### src/rtl/game_sprite_pkg.sv
// Shared types for the sprite motion controller: FSM state encoding and the
// default signed velocity type.
package game_sprite_pkg;

   localparam int unsigned STEP_W_DEF = 4;

   typedef enum logic [1:0] {
      ST_IDLE   = 2'd0,
      ST_RUN    = 2'd1,
      ST_FROZEN = 2'd2
   } state_t;

   typedef logic signed [STEP_W_DEF-1:0] vel_t;

endpackage

### src/rtl/game_sprite_axis_step.sv
// One-axis movement step: adds the signed velocity to the position, clamps to
// [0, LIMIT] and reflects the velocity when a wall is hit.
// Ports:
//   pos        current position (unsigned, W bits)
//   vel        current signed velocity (STEP_W bits, never the most negative value)
//   pos_next_c position after the step
//   vel_next_c velocity after the step (negated on bounce)
//   bounce_c   high when the step hit a wall
module game_sprite_axis_step #(
   parameter int unsigned W      = 10,
   parameter int unsigned STEP_W = 4,
   parameter int unsigned LIMIT  = 624
) (
   input  logic [W-1:0]             pos,
   input  logic signed [STEP_W-1:0] vel,
   output logic [W-1:0]             pos_next_c,
   output logic signed [STEP_W-1:0] vel_next_c,
   output logic                     bounce_c
);

   // two guard bits keep both the negative underflow and the overshoot visible
   localparam int unsigned        SUM_W = W + 2;
   localparam logic signed [SUM_W-1:0] LIM_S = SUM_W'(LIMIT);

   logic signed [SUM_W-1:0] sum_c;

   always_comb begin
      sum_c      = signed'({2'b00, pos}) + SUM_W'(vel);
      pos_next_c = pos;
      vel_next_c = vel;
      bounce_c   = 1'b0;
      if (sum_c < 0) begin
         pos_next_c = '0;
         vel_next_c = -vel;
         bounce_c   = 1'b1;
      end else if (sum_c > LIM_S) begin
         pos_next_c = W'(LIMIT);
         vel_next_c = -vel;
         bounce_c   = 1'b1;
      end else begin
         pos_next_c = W'(sum_c);
      end
   end

endmodule

### src/rtl/game_sprite_motion_ctrl.sv
// Sprite motion controller: IDLE/RUN/FROZEN FSM that moves a sprite by its
// velocity every FRAMES_PER_STEP frame ticks and bounces it off screen edges.
// Ports:
//   clk, rst                 clock, synchronous active-high reset
//   frame_tick               one-cycle pulse per video frame
//   start/stop/freeze/resume FSM control pulses (stop has priority)
//   write_en, write_x/y/dx/dy load position (clamped) and velocity (saturated)
//   sprite_x/y, sprite_dx/dy registered position and velocity
//   moving                   high while in RUN
//   edge_x, edge_y           one-cycle bounce pulses, aligned with clamped position
module game_sprite_motion_ctrl
   import game_sprite_pkg::*;
#(
   parameter int unsigned screen_width    = 640,
   parameter int unsigned screen_height   = 480,
   parameter int unsigned w_x             = $clog2(screen_width),
   parameter int unsigned w_y             = $clog2(screen_height),
   parameter int unsigned SPRITE_WIDTH    = 16,
   parameter int unsigned SPRITE_HEIGHT   = 16,
   parameter int unsigned START_X         = 0,
   parameter int unsigned START_Y         = 0,
   parameter int unsigned STEP_W          = STEP_W_DEF,
   parameter int unsigned FRAMES_PER_STEP = 1
) (
   input  logic                     clk,
   input  logic                     rst,
   input  logic                     frame_tick,
   input  logic                     start,
   input  logic                     stop,
   input  logic                     freeze,
   input  logic                     resume,
   input  logic                     write_en,
   input  logic [w_x-1:0]           write_x,
   input  logic [w_y-1:0]           write_y,
   input  logic signed [STEP_W-1:0] write_dx,
   input  logic signed [STEP_W-1:0] write_dy,
   output logic [w_x-1:0]           sprite_x,
   output logic [w_y-1:0]           sprite_y,
   output logic signed [STEP_W-1:0] sprite_dx,
   output logic signed [STEP_W-1:0] sprite_dy,
   output logic                     moving,
   output logic                     edge_x,
   output logic                     edge_y
);

   localparam int unsigned LIM_X_I = screen_width - SPRITE_WIDTH;
   localparam int unsigned LIM_Y_I = screen_height - SPRITE_HEIGHT;
   localparam logic [w_x-1:0] LIM_X = w_x'(LIM_X_I);
   localparam logic [w_y-1:0] LIM_Y = w_y'(LIM_Y_I);
   localparam logic [w_x-1:0] START_X_W = w_x'(START_X);
   localparam logic [w_y-1:0] START_Y_W = w_y'(START_Y);

   localparam int unsigned CNT_W = (FRAMES_PER_STEP > 1) ? $clog2(FRAMES_PER_STEP) : 1;
   localparam logic [CNT_W-1:0] CNT_LAST = CNT_W'(FRAMES_PER_STEP - 1);

   localparam logic signed [STEP_W-1:0] VEL_MIN = STEP_W'(-(2 ** (STEP_W - 1)));
   localparam logic signed [STEP_W-1:0] VEL_SAT = STEP_W'(-(2 ** (STEP_W - 1) - 1));

   state_t state, state_next;
   logic [CNT_W-1:0] frame_cnt;

   logic                     run_tick_c;
   logic                     step_due_c;
   logic [w_x-1:0]           load_x_c;
   logic [w_y-1:0]           load_y_c;
   logic signed [STEP_W-1:0] load_dx_c;
   logic signed [STEP_W-1:0] load_dy_c;

   logic [w_x-1:0]           step_x_c;
   logic [w_y-1:0]           step_y_c;
   logic signed [STEP_W-1:0] step_dx_c;
   logic signed [STEP_W-1:0] step_dy_c;
   logic                     bounce_x_c;
   logic                     bounce_y_c;

   // state register
   always_ff @(posedge clk) begin
      if (rst) begin
         state <= ST_IDLE;
      end else begin
         state <= state_next;
      end
   end

   // next-state logic; stop overrides every other control pulse
   always_comb begin
      state_next = state;
      if (stop) begin
         state_next = ST_IDLE;
      end else begin
         case (state)
            ST_IDLE:   if (start)  state_next = ST_RUN;
            ST_RUN:    if (freeze) state_next = ST_FROZEN;
            ST_FROZEN: if (resume) state_next = ST_RUN;
            default:   state_next = ST_IDLE;
         endcase
      end
   end

   // step scheduling and load conditioning
   always_comb begin
      run_tick_c = (state == ST_RUN) && frame_tick;
      step_due_c = run_tick_c && (frame_cnt == CNT_LAST);
      load_x_c   = (write_x > LIM_X) ? LIM_X : write_x;
      load_y_c   = (write_y > LIM_Y) ? LIM_Y : write_y;
      // the most negative velocity could not be reflected, so pull it in by one
      load_dx_c  = (write_dx == VEL_MIN) ? VEL_SAT : write_dx;
      load_dy_c  = (write_dy == VEL_MIN) ? VEL_SAT : write_dy;
   end

   game_sprite_axis_step #(
      .W      (w_x),
      .STEP_W (STEP_W),
      .LIMIT  (LIM_X_I)
   ) u_axis_x (
      .pos        (sprite_x),
      .vel        (sprite_dx),
      .pos_next_c (step_x_c),
      .vel_next_c (step_dx_c),
      .bounce_c   (bounce_x_c)
   );

   game_sprite_axis_step #(
      .W      (w_y),
      .STEP_W (STEP_W),
      .LIMIT  (LIM_Y_I)
   ) u_axis_y (
      .pos        (sprite_y),
      .vel        (sprite_dy),
      .pos_next_c (step_y_c),
      .vel_next_c (step_dy_c),
      .bounce_c   (bounce_y_c)
   );

   // position/velocity/counter datapath; priority stop > write > step
   always_ff @(posedge clk) begin
      if (rst) begin
         sprite_x  <= START_X_W;
         sprite_y  <= START_Y_W;
         sprite_dx <= '0;
         sprite_dy <= '0;
         frame_cnt <= '0;
         moving    <= 1'b0;
         edge_x    <= 1'b0;
         edge_y    <= 1'b0;
      end else begin
         edge_x <= 1'b0;
         edge_y <= 1'b0;
         moving <= (state_next == ST_RUN);

         // a write coinciding with a due step also lands the counter on 0
         if (!stop && run_tick_c) begin
            frame_cnt <= step_due_c ? '0 : frame_cnt + CNT_W'(1);
         end

         if (stop) begin
            sprite_x <= START_X_W;
            sprite_y <= START_Y_W;
         end else if (write_en) begin
            sprite_x  <= load_x_c;
            sprite_y  <= load_y_c;
            sprite_dx <= load_dx_c;
            sprite_dy <= load_dy_c;
         end else if (step_due_c) begin
            sprite_x  <= step_x_c;
            sprite_y  <= step_y_c;
            sprite_dx <= step_dx_c;
            sprite_dy <= step_dy_c;
            edge_x    <= bounce_x_c;
            edge_y    <= bounce_y_c;
         end
      end
   end

endmodule

### config.mk
export PLATFORM = sky130hd
export DESIGN_NAME = game_sprite_motion_ctrl
export DESIGN_NICKNAME = d
export VERILOG_FILES = /design/src/rtl/game_sprite_pkg.sv /design/src/rtl/game_sprite_axis_step.sv /design/src/rtl/game_sprite_motion_ctrl.sv
export SDC_FILE = /design/constraint.sdc
export NUM_CORES = 1
export LEC_CHECK = 0
export ABC_AREA = 1
export BUFFER_PORTS_ARGS = -buffer_cell sky130_fd_sc_hd__buf_2
export CORE_ASPECT_RATIO = 1.75
export CORE_MARGIN = 8
export CORE_UTILIZATION = 56
export CTS_BUF_LIST = sky130_fd_sc_hd__clkbuf_16
export CTS_CLUSTER_SIZE = 25
export DETAILED_ROUTE_END_ITERATION = 16
export GPL_TIMING_DRIVEN = 0
export PLACE_DENSITY = 0.85
export SETUP_SLACK_MARGIN = 0.3
export SLEW_MARGIN = 20
export SYNTH_ARGS = -nofsm -noshare
export SYNTH_HDL_FRONTEND = slang
export SYNTH_SLANG_ARGS = --single-unit
### constraint.sdc
create_clock -name clk -period 2.7 [get_ports clk]
set_input_delay 0.54 -clock clk [delete_from_list [all_inputs] [get_ports clk]]
set_output_delay 0.54 -clock clk [all_outputs]
set_load 0.02 [all_outputs]
==> results of run 1 <==
[how the worst max path moves through the flow]
| stage | cells after the start | end |
|---|---|---|
| 3_5_place_dp | 12 | sprite_y[0] |
| 5_1_grt | 17 | sprite_x[4] |
| 2_1_floorplan | 13 | sprite_dy[3] |
| 4_1_cts | 14 | sprite_y[0] |
| 6_report | 14 | sprite_y[3] |
| 3_3_place_gp | 12 | sprite_y[0] |
[layout make-up]
cell class / count / area (sq um) / share of cell area, %
Timing Repair Buffer: 70 / 372 / 9.95
Clock buffer: 5 / 125 / 3.35
Multi-Input combinational cell: 353 / 2120 / 56.8
Tap cell: 55 / 68.8 / 1.84
Inverter: 86 / 328 / 8.78
Clock inverter: 2 / 7.51 / 0.201
Sequential cell: 33 / 677 / 18.1
Buffer: 9 / 35.0 / 0.938
[logic make-up after synthesis]
kind of cell	Yosys count	synth area share, %
flops	33	22.1
buf+inv	95	12.0
fa+ha+maj	25	11.0
xor+xnor	4	1.42
compound gates	92	18.1
simple gates	231	35.2
mux	1	0.334
[per-layer routing]
metal  wire [microns]  global-route usage [%]
met4              511                    19.4
met3              559                    3.72
met1             3140                    19.8
met2             5150                    44.0
met5                0                       0
[what timing repair did]
action                                  4_1_cts  5_1_grt
pin swaps                                     4       17
hold buffers                                  0        0
endpoints found under the setup margin       26       27
buffers inserted                              4        3
gates resized for setup                      16       41
[Yosys cell counts (2+ instances only)]
| library cell | number |
|---|---|
| a211oi_1 | 2 |
| a21oi_1 | 40 |
| a21oi_4 | 2 |
| a22oi_1 | 2 |
| a311oi_1 | 2 |
| a31oi_1 | 11 |
| clkbuf_1 | 7 |
| dfxtp_1 | 33 |
| fa_1 | 2 |
| ha_1 | 23 |
| inv_1 | 81 |
| inv_2 | 5 |
| nand2_1 | 121 |
| nand2_2 | 8 |
| nand2_4 | 3 |
| nand3_1 | 39 |
| nand3_2 | 2 |
| nand3b_1 | 4 |
| nand4_1 | 7 |
| nor2_1 | 36 |
| nor2_2 | 3 |
| nor3_1 | 2 |
| o21ai_0 | 25 |
| or2_2 | 3 |
| xor2_1 | 2 |
[flip-flops by register name (all words and copies together) (netlist names)]
name / cells
frame_cnt: 1
sprite_dx: 4
edge_y: 1
sprite_x: 10
moving: 1
sprite_y: 9
state: 2
sprite_dy: 4
edge_x: 1
[power groups by stage]
stage	clock [mW]	combinational [mW]	sequential, mW
after floorplan	0	0.275	0.568
after global placement	0	0.414	0.548
after detailed placement	0	0.423	0.549
after CTS	0.533	0.444	0.539
after global routing	0.555	0.537	0.543
final	0.535	0.485	0.540
[critical path, cell delays in order (launching register included)]
cell     delay, ps
dfxtp_2        360
ha_4           150
fa_2           440
or2_4          250
a21oi_2        110
nand3_1        100
nor2_2         110
nand3_1         90
nor2_1          90
nand2_1         90
nand3_4        130
nand2_4        100
inv_4           70
nand2_1         60
a21oi_1        130
==> impl_metrics.py, run 1 <==
metrics = {
    "status": {
        "run_status": "completed",
    },
    "clocking": {
        "clock_latency_ps": 280,
        "clk_pin_slew_ps": 50,
        "cts_tree": "built",
        "clock-root-buffer": "clkbuf_16",
        "cts.sinks": 33,
        "cts_buffers": 5,
        "cts_buffer_depth": 2,
        "cts_max_level": 2,
    },
    "placed_design": {
        "place_inst": 599,
        "gp_congestion": 0.898,
        "dp_hpwl_microns": 7200,
        "io_buffers": 63,
        "place_ws_ps": 76.4,
        "dpl-instance-area_sq_um": 3380,
    },
    "synth": {
        "seq_area_frac_synth_pct": 22.1,
        "async_flop_share_pct": 0,
        "syn_area_per_cell_sq_um": 6.22,
        "yosysUniqueCellTypes": 41,
        "ys_top_cells_by_area": "dfxtp_1 (22%), nand2_1 (15%), inv_1 (10%)",
        "synth_top_area_share_pct": 22.1,
        "yosys_most_used_dff": "dfxtp_1",
        "synth.ff_latch_count": 33,
        "syn_inst": 481,
        "ys_warn_count": 0,
        "yosysTopAreaCell": "dfxtp_1",
        "synth_edf_count": 0,
        "syn-cell-area_sq_um": 2990,
        "synth_fp_nets": 541,
    },
    "floorplan": {
        "die_y_microns": 113,
        "io_pins": 65,
        "rows": 35,
        "die-width_microns": 71.3,
        "start_util_pct": 57.4,
        "fp.dieArea_sq_um": 8030,
        "core-area_sq_um": 5210,
    },
    "drt": {
        "vias": 3533,
        "drt_iter0_drc": 200,
        "vias_per_cell": 5.76,
        "ant_nets": 0,
        "firstDrtPassIters": 5,
        "drc": 0,
        "post_drt_wl_per_cell_microns": 15.3,
        "routed_wl_microns": 9360,
    },
    "finish": {
        "fillers": 432,
        "diodes": 0,
        "drive_gt1_share_pct": 26.7,
        "final_area_sq_um": 3730,
        "nets": 618,
        "final_util_pct": 71.7,
        "syn2layout_area_growth_pct": 24.8,
        "final_common_cell": "nand2_1",
        "final_cell_mix": "nand2_1 (114), inv_1 (80), buf_2 (64), nand3_1 (36), nor2_1 (32)",
        "final_cell_count_no_fill": 613,
    },
    "timing": {
        "finalWorstPathRequiredPeriod_ps": 2360,
        "fin_skew_ps": 4.91,
        "max_freq_ghz": 0.424,
        "setup_slack_ps": 340,
        "worstMarginPinSlew_ps": 855,
        "finalSetupViolCount": 0,
        "slew_headroom_pct": 42.5,
        "whs_ps": 467,
        "grt_setup_unrepaired": "true",
        "drv_slew": 0,
        "finalCritPeriodShare_pct": 87.4,
        "hold_violations": 0,
        "tns_ps": 0,
    },
    "global_routing": {
        "grt_use_total_pct": 23.0,
        "grt_pass1_wl_microns": 15000,
        "antenna_found_initial": 0,
        "grt_pass1_vias": 3582,
        "grt_max_degree": 14,
        "overflow": 0,
    },
    "critical_path": {
        "end_kind": "register",
        "reg2regPathDepth": 14,
        "cp-startpoint": "sprite_dy[0]",
        "path_class": "register to register",
        "critPathMaxFanout": 8,
        "critPathRequiredTime_ps": 2900,
        "r2r_end": "sprite_y[3]",
        "r2r-start": "sprite_dy[0]",
        "cp.arrival_ps": 2560,
        "ff2ff_setup_slack_ps": 340,
        "cp-start-kind": "register",
    },
    "min_path": {
        "hold_path_depth": 2,
        "min_from": "frame_cnt",
        "hold_path_end": "frame_cnt",
        "hold_class": "register to register",
    },
    "power_and_ir_drop": {
        "max-vdd-ir-drop_mv": 0.372,
        "p_seq_share_pct": 34.6,
        "pwr-share-clk_pct": 34.3,
        "leakagePower_nw": 1.98,
        "comb_power_share_pct": 31.1,
        "netSwitchingFraction_pct": 34.6,
        "p_sw_uw": 539,
        "p_per_area_nw_per_um2": 417,
        "fin_total_pwr_mw": 1.56,
        "internal_power_mw": 1.02,
    },
    "job": {
        "max_cap_violations": 0,
    },
}
(Power assumes the default switching activity.)
==> inputs of run 2 (changes only) <==
--- a/config.mk
+++ b/config.mk
@@ -9,12 +9,12 @@
 export BUFFER_PORTS_ARGS = -buffer_cell sky130_fd_sc_hd__buf_2
 export CORE_ASPECT_RATIO = 1.75
 export CORE_MARGIN = 8
-export CORE_UTILIZATION = 56
+export CORE_UTILIZATION = 50
 export CTS_BUF_LIST = sky130_fd_sc_hd__clkbuf_16
 export CTS_CLUSTER_SIZE = 25
 export DETAILED_ROUTE_END_ITERATION = 16
 export GPL_TIMING_DRIVEN = 0
-export PLACE_DENSITY = 0.85
+export PLACE_DENSITY = 0.8
 export SETUP_SLACK_MARGIN = 0.3
 export SLEW_MARGIN = 20
 export SYNTH_ARGS = -nofsm -noshare
==> constraint.sdc (replaced) <==
create_clock -name clk -period 2.1 [get_ports clk]
set_input_delay 0.42 -clock clk [delete_from_list [all_inputs] [get_ports clk]]
set_output_delay 0.42 -clock clk [all_outputs]
set_load 0.02 [all_outputs]
==> run 2 against run 1 <==
Effect of this change:
- the run now ends with setup timing left
- cell count grew 6.2%
- power is 36% higher
- global-route usage decreased by 0.70 points
- non-clock buffer count up 14
- largest cell class unchanged
- flip-flop and latch count stayed put
- count of clock-buffer cells in the layout unchanged
- clock skew fell by 1.7 ps
==> impl_metrics.py, run 2 (synthesized netlist as in run 1, its figures left out) <==
metrics = {
    "clocking": {
        "cts_buffers": 5,
        "clock-root-buffer": "clkbuf_16",
        "cts_max_level": 2,
        "clk_pin_slew_ps": 50,
        "clock_latency_ps": 290,
        "cts_buffer_depth": 2,
        "cts.sinks": 33,
        "cts_hold_buf": 0,
        "cts_tree": "built",
    },
    "critical_path": {
        "critPathRequiredTime_ps": 2320,
        "cp-start-kind": "register",
        "end_kind": "register",
        "r2r_end": "sprite_y[2]",
        "reg2regPathDepth": 13,
        "cp-startpoint": "sprite_y[0]",
        "path_class": "register to register",
        "r2r-start": "sprite_y[0]",
        "ff2ff_setup_slack_ps": -290,
        "critPathMaxFanout": 8,
        "cp.arrival_ps": 2600,
    },
    "floorplan": {
        "core-area_sq_um": 5830,
        "rows": 37,
        "start_util_pct": 51.3,
        "fp.dieArea_sq_um": 8810,
        "io_pins": 65,
        "die_y_microns": 118,
        "die-width_microns": 74.5,
    },
    "drt": {
        "vias": 3584,
        "drt_iter0_drc": 169,
        "firstDrtPassIters": 4,
        "post_drt_wl_per_cell_microns": 15.1,
        "drc": 0,
        "vias_per_cell": 5.51,
        "routed_wl_microns": 9840,
        "ant_nets": 0,
    },
    "timing": {
        "max_freq_ghz": 0.419,
        "whs_ps": 399,
        "finalCritPeriodShare_pct": 114,
        "hold_violations": 0,
        "finalWorstPathRequiredPeriod_ps": 2390,
        "fin_skew_ps": 3.22,
        "slew_headroom_pct": 45.2,
        "worstMarginPinSlew_ps": 815,
        "setup_slack_ps": -287,
        "drv_slew": 0,
        "grt_setup_unrepaired": "true",
        "finalSetupViolCount": 26,
    },
    "power_and_ir_drop": {
        "p_per_area_nw_per_um2": 519,
        "fin_total_pwr_mw": 2.12,
        "max-vdd-ir-drop_mv": 0.350,
        "leakagePower_nw": 2.07,
    },
    "global_routing": {
        "grt_pass1_wl_microns": 15700,
        "overflow": 0,
        "grt_pass1_vias": 3668,
        "antenna_found_initial": 0,
        "grt_use_total_pct": 22.4,
        "grt_max_degree": 14,
    },
    "finish": {
        "final_area_sq_um": 4080,
        "syn2layout_area_growth_pct": 36.4,
        "final_cell_mix": "nand2_1 (106), inv_1 (79), buf_2 (65), nand3_1 (34), nor2_1 (31)",
        "diodes": 0,
        "nets": 632,
        "final_common_cell": "nand2_1",
        "regMostFlops": "sprite_x",
        "drive_gt1_share_pct": 34.2,
        "fillers": 504,
        "final_util_pct": 70.0,
        "reg_top3": "sprite_x: 10 flops, sprite_y: 9 flops",
        "largest_reg_flops": 10,
    },
    "min_path": {
        "hold_path_depth": 2,
        "hold_class": "input port to register",
        "min_from": "rst",
        "hold_path_end": "sprite_dy[0]",
    },
    "status": {
        "run_status": "finished with violations",
        "violations": "setup timing",
    },
    "job": {
        "max_cap_violations": 0,
    },
    "placed_design": {
        "io_buffers": 63,
        "dp_hpwl_microns": 7410,
        "dpl-instance-area_sq_um": 3500,
        "place_ws_ps": -316,
        "gp_congestion": 0.943,
    },
}
run 2: area by class of cell:
class | count | area (sq um) | share of cell area [%]
Multi-Input combinational cell | 353 | 2310 | 56.6
Sequential cell | 33 | 687 | 16.8
Clock inverter | 3 | 13.8 | 0.337
Clock buffer | 5 | 125 | 3.06
Inverter | 86 | 330 | 8.09
Buffer | 9 | 35.0 | 0.858
Tap cell | 78 | 97.6 | 2.39
Timing Repair Buffer | 84 | 482 | 11.8
run 2: repair_timing:
action,CTS,global route
hold endpoints to repair,0,0
pin swaps,17,20
gates resized for setup,34,34
buffers inserted,11,10
setup endpoints to repair,27,27
run 2: worst max-delay path by stage:
stage / end / cells past startpoint / slack (ps)
global placement: sprite_dy[1] / 14 / -310
finish: sprite_y[2] / 13 / -290
global route: sprite_y[2] / 13 / -360
detailed placement: sprite_y[0] / 12 / -320
floorplan: sprite_dy[1] / 15 / -80
CTS: sprite_y[0] / 14 / -260
run 2: where the power goes:
group	internal (mW)	switching, mW	total (mW)
Sequential	0.654	0.0424	0.697
Combinational	0.284	0.428	0.712
Clock	0.430	0.280	0.711
Total	1.37	0.751	2.12
run 2: through the flow:
stage               setup TNS (ps)  cells
floorplan                     -424    481
global placement             -5020    622
detailed placement           -5790    622
CTS                          -4460    641
global route                 -7690    651
finish                       -5050    651
run 2: per-layer routing:
| metal | GRT usage, % | vias up | routed length (microns) |
|---|---|---|---|
| met5 | 0 | - | 0 |
| met4 | 16.7 | 0 | 497 |
| met3 | 4.49 | 38 | 528 |
| met2 | 41.2 | 112 | 5460 |
| met1 | 19.9 | 1683 | 3350 |
| li1 | - | 1751 | - |
run 2: critical path, cell delays in order, from the launching register on:
cell     delay, ps
dfxtp_4        360
ha_4           160
fa_2           430
or2_4          240
a21oi_2        120
nand3_1         80
nor2_1         120
nand3_1         90
nor2_1          90
nand2_1         90
nand3_4        150
buf_4          140
nand4_1        100
a21oi_2        140
